===== src/rtl/decode_sched.sv =====
// Instruction queue and hazard-aware issue scheduler between fetch, decode and execute.
// Holds fetched words in a FIFO and tracks pending destination registers to block RAW/WAW issue.
module decode_sched #(
    parameter int DEPTH = 4,
    parameter int CNTW  = 16
) (
    input  logic                     i_clk,
    input  logic                     i_rst_n,
    input  logic                     i_fetch_valid,
    input  logic [31:0]              i_fetch_instr,
    output logic                     o_fetch_ready,
    output logic [31:0]              o_dec_instr,
    output logic                     o_dec_imask,
    input  logic [14:0]              i_dec_regs,
    input  logic                     i_dec_rs1_en,
    input  logic                     i_dec_rs2_en,
    input  logic                     i_dec_rd_en,
    output logic                     o_issue_valid,
    input  logic                     i_issue_ready,
    input  logic                     i_wb_en,
    input  logic [4:0]               i_wb_rd,
    input  logic                     i_flush,
    output logic                     o_stall,
    output logic [$clog2(DEPTH):0]   o_count,
    output logic [CNTW-1:0]          o_stall_cnt
);

    localparam int AW = $clog2(DEPTH);
    localparam int CW = AW + 1;
    localparam logic [31:0] NOP = 32'h00000013;

    typedef enum logic [1:0] {
        ST_EMPTY,
        ST_READY,
        ST_BLOCKED,
        ST_FLUSH
    } status_t;

    logic [31:0]     mem [DEPTH];
    logic [AW-1:0]   wr_ptr;
    logic [AW-1:0]   rd_ptr;
    logic [CW-1:0]   count;
    logic [31:0]     sb;
    logic [31:0]     sb_eff;
    logic [31:0]     sb_next;
    logic [31:0]     wb_mask;
    logic [CNTW-1:0] stall_cnt;
    logic [4:0]      rs1;
    logic [4:0]      rs2;
    logic [4:0]      rd;
    logic            hazard;
    logic            push;
    logic            pop;
    status_t         status;

    assign rs1 = i_dec_regs[4:0];
    assign rs2 = i_dec_regs[9:5];
    assign rd  = i_dec_regs[14:10];

    // A writeback landing this cycle releases its register before the hazard check.
    assign wb_mask = i_wb_en ? (32'd1 << i_wb_rd) : 32'd0;
    assign sb_eff  = sb & ~wb_mask;

    assign hazard = (i_dec_rs1_en && (rs1 != 5'd0) && sb_eff[rs1]) ||
                    (i_dec_rs2_en && (rs2 != 5'd0) && sb_eff[rs2]) ||
                    (i_dec_rd_en  && (rd  != 5'd0) && sb_eff[rd]);

    always_comb begin
        status = ST_EMPTY;
        if (count != '0) begin
            if (i_flush)
                status = ST_FLUSH;
            else if (hazard)
                status = ST_BLOCKED;
            else
                status = ST_READY;
        end
    end

    assign o_dec_imask   = (count != '0);
    assign o_dec_instr   = (count != '0) ? mem[rd_ptr] : NOP;
    assign o_issue_valid = (status == ST_READY);
    assign o_stall       = (status == ST_BLOCKED);
    assign o_fetch_ready = (count != CW'(DEPTH)) && !i_flush;
    assign o_count       = count;
    assign o_stall_cnt   = stall_cnt;

    assign push = i_fetch_valid && o_fetch_ready;
    assign pop  = o_issue_valid && i_issue_ready;

    // Issue set is applied after the writeback clear so it wins on a collision.
    always_comb begin
        sb_next = sb_eff;
        if (pop && i_dec_rd_en && (rd != 5'd0))
            sb_next[rd] = 1'b1;
        sb_next[0] = 1'b0;
    end

    always_ff @(posedge i_clk) begin
        if (push)
            mem[wr_ptr] <= i_fetch_instr;
    end

    always_ff @(posedge i_clk or negedge i_rst_n) begin
        if (!i_rst_n) begin
            wr_ptr    <= '0;
            rd_ptr    <= '0;
            count     <= '0;
            sb        <= '0;
            stall_cnt <= '0;
        end else begin
            sb <= sb_next;
            if (o_stall && (stall_cnt != '1))
                stall_cnt <= stall_cnt + CNTW'(1);
            if (i_flush) begin
                wr_ptr <= '0;
                rd_ptr <= '0;
                count  <= '0;
            end else begin
                if (push)
                    wr_ptr <= wr_ptr + AW'(1);
                if (pop)
                    rd_ptr <= rd_ptr + AW'(1);
                case ({push, pop})
                    2'b10:   count <= count + CW'(1);
                    2'b01:   count <= count - CW'(1);
                    default: count <= count;
                endcase
            end
        end
    end

endmodule


===== config.mk =====
export PLATFORM = sky130hd
export DESIGN_NAME = decode_sched
export DESIGN_NICKNAME = d
export VERILOG_FILES = /design/src/rtl/decode_sched.sv
export SDC_FILE = /design/constraint.sdc
export NUM_CORES = 1
export LEC_CHECK = 0
export CORE_MARGIN = 5
export CORE_UTILIZATION = 30
export DETAILED_ROUTE_END_ITERATION = 8
export DONT_BUFFER_PORTS = 1
export GPL_ROUTABILITY_DRIVEN = 1
export SYNTH_ARGS = -nofsm -noshare
export SYNTH_HDL_FRONTEND = slang
export SYNTH_SLANG_ARGS = --single-unit

===== constraint.sdc =====
create_clock -name i_clk -period 4.5 [get_ports i_clk]
set_input_delay 0.9 -clock i_clk [delete_from_list [all_inputs] [get_ports i_clk]]
set_output_delay 0.9 -clock i_clk [all_outputs]
set_load 0.1 [all_outputs]

==> run metrics <==
status=complete, no violations; static leakage=3.597 nW; WL final=22.12 mm; routed vias=5766; CP max FO=9; Gate Count Post-Synth=639; drt drc=0; worst-path cell chain=or4b_1 > o21ai_0 > o21ai_0 > nor3_1 > nor4b_2 > a22oi_4 > and3_2 > buf_12; global route total overflow=0; Startpoint Class=input port; I/O Pins=116; largest family of logic cells by synthesized area=multiplexers; die area=32720 µm²; synth unique cells=73; Worst Setup SP=i_wb_rd[2]; Sw Pwr=2.412 mW; die width=180.9 µm; Int Power=3.170 mW; global-route usage over all layers=13.52%; Top FF cell, synth=edfxtp_1; synth top area cells=edfxtp_1, dfrtp_1, mux4_2; Max stage delay on crit path=0.58 ns; min Tclk post-route=4.136 ns; fin. max-slew vios=0; XOR/XNOR Fraction of Synth Area=2.199%; number of flops mapped to enable cells by yosys=128; Routed Antenna Nets=0; Syn. warnings=0; post-synthesis sequential area ratio=59.30%; hold slack=0.1596 ns; DP HPWL=15.02 mm; largest net degree at the start of global routing=55; FF+latch count, synth=182; share of power burned in registers=37.2%; Synth area leader=edfxtp_1; endpoint class of the critical path=output pin; synthesized area per cell=13.71 µm²; Reg-to-Reg Start=sb[25]; Compound-Gate Fraction of Synth Area=10.41%; CTS root buffer=clkbuf_16; Area Growth Syn to Fin=16.84%; hold_buf cts=0; H-tree levels=4; Clock power frac=27.3%; CP max-delay cell=or4b_1; Post-DP Area=9610 µm²; # rows=62; Rel. slew slack=25.78%; n_diodes=0; Vias/cell=5.379; clock skew=0.01150 ns; Starting Density=30.44%; DR WL/cell=20.64 µm; clk_lat worst skew=0.43 ns; Initial DRC Count=398; mux cell area share after synthesis=12.18%; Worst-Margin Slew=1.113 ns; Peak Freq=241.8 MHz; crit path kind=in -> out; post-CTS setup buffer count=0; Worst-path clk slew=0.08 ns; Req. time, crit path=3.60 ns; CP most frequent cell=o21ai_0; CTS buffer count=17; CTS tree=done; DR pass1 iterations=6; Synth async-reset ratio=29.67%; Die Y=180.9 µm; design area=10240 µm²; Synth Area in Simple Gates=12.13%; clk sinks=182; Max Cap Viol=0; Finish-stage setup viols=0; Synth Area in Adders=0.9426%; first-pass GRT wire length=34.68 mm; Comb pwr share=35.5%; sw frac=43.20%; CTS resizes=0; Nets=742; Top Family by Delay on Critical Path=simple AND/OR/NAND/NOR gates; Worst VDD drop=302.6 µV; Cell Area, Synth=8761 µm²; RSZ-0062 raised after global routing=no; Max Root-Sink Buffers=2; CP arrival=3.24 ns; CORE AREA=28780 µm²; post-synth top area share=43.87%; PD cells=545.4 nW/µm²; initial antenna violation count=0; Post-Syn Nets=706; final hold vios=0; Hold Path Class=in -> async; share of cells above drive strength 1=27.62%; PortBufs=0; crit share post-route=91.90%; number of global-route vias before repair=5983; placer congestion estimate=0.9573; Fin Setup TNS=0 ns; Buf/Inv on CP=1
-- cells in the final DEF, fill, tap and decap left out, drive strengths merged, types with 19 or more instances in the layout --
| master | count |
|---|---|
| nand2 | 28 |
| mux4 | 36 |
| nand3 | 23 |
| inv | 21 |
| buf | 59 |
| edfxtp | 128 |
| nor2 | 25 |
| o21ai | 46 |
| o31ai | 27 |
| nor2b | 32 |
| xnor2 | 19 |
| dfrtp | 54 |
-- through the flow --
step / power (mW) / cells / setup slack (ns) / utilization, %
floorplan: 3.642 / 639 / 0.02066 / -
global placement: 4.096 / 1040 / 0.3773 / 33.39
detailed placement: 4.107 / 1040 / 0.2852 / 33.39
CTS: 5.652 / 1072 / 0.3961 / 35.57
global route: 5.799 / 1072 / 0.2450 / 35.57
finish: 5.582 / 1072 / 0.3643 / 35.57
-- per-layer routing --
layer  part of all wire, %  routed length (µm)  global-route usage [%]
met5                     0                   0                       0
met4                   2.6                 567                   4.749
met3                    11                2407                   5.550
met2                    48               10640                   21.85
met1                    38                8508                   16.40
-- cell families after synthesis --
family	after synthesis
buffers and inverters	58
flip-flops	182
adder cells (fa/ha/maj)	6
multiplexers	60
AND/OR/NAND/NOR	183
AO/OA/AOI/OAI	128
XOR/XNOR	22
-- worst reg2reg max path, cell delays in order (launching register included) --
cell and delay, ns:
dfrtp_1 0.39, mux2i_1 0.10, or4b_2 0.67, o21bai_1 0.16, a221oi_1 0.09, nand4_1 0.23, a22oi_4 0.16, nand4_4 0.17
nor2_1 0.08, fa_1 0.42, nand2_1 0.11, nor3_1 0.05, mux2_1 0.33, a31o_1 0.18
-- power groups by stage --
stage	Combinational (mW)	Sequential [mW]	Clock, mW
global placement	1.99	2.11	0
CTS	2.00	2.08	1.58
detailed placement	1.99	2.11	0
finish	1.98	2.07	1.52
floorplan	1.46	2.19	0
global route	2.06	2.09	1.65
-- sequential cells by signal, indices dropped and copies added, names as in the netlist --
signal / count
sb: 31
mem: 128
o_stall_cnt: 16
wr_ptr: 2
o_count: 3
rd_ptr: 2
-- area by class of cell --
type,count,area [µm²]
inverter,16,60.06
multi-input combinational,399,3406
tap,384,480.5
clock buffer,17,425.4
timing repair buffer,59,467.9
sequential,182,5196
clock inverter,15,200.2
fill,2762,18540
-- Yosys cell counts (all sizes together) (4+ instances only) --
master   instances
o211ai          12
nor2b           32
o31ai           27
or2              6
edfxtp         128
o2111ai          5
nor2            25
mux2            13
inv             15
xnor2           19
a22oi            5
buf             15
o21ai           46
nor3            10
ha               5
nand3b           4
clkbuf          27
a21oi            8
dfrtp           54
and3            15
nand2           28
nand2b           5
or3              4
nand3           23
nand4           12
mux2i           11
mux4            36
-- path summary, 6_finish.rpt --
kind	endpoint	slack (ns)	cells after the start
max	o_issue_valid	0.36	8
min	sb[1]	0.16	0
max reg2reg	o_count[2]	1.24	13
min reg2reg	sb[29]	0.57	2
max in group asynchronous	rd_ptr[0]	4.24	0
min in group i_clk	rd_ptr[0]	0.53	1
No activity file was read; power rests on OpenSTA's default activity.
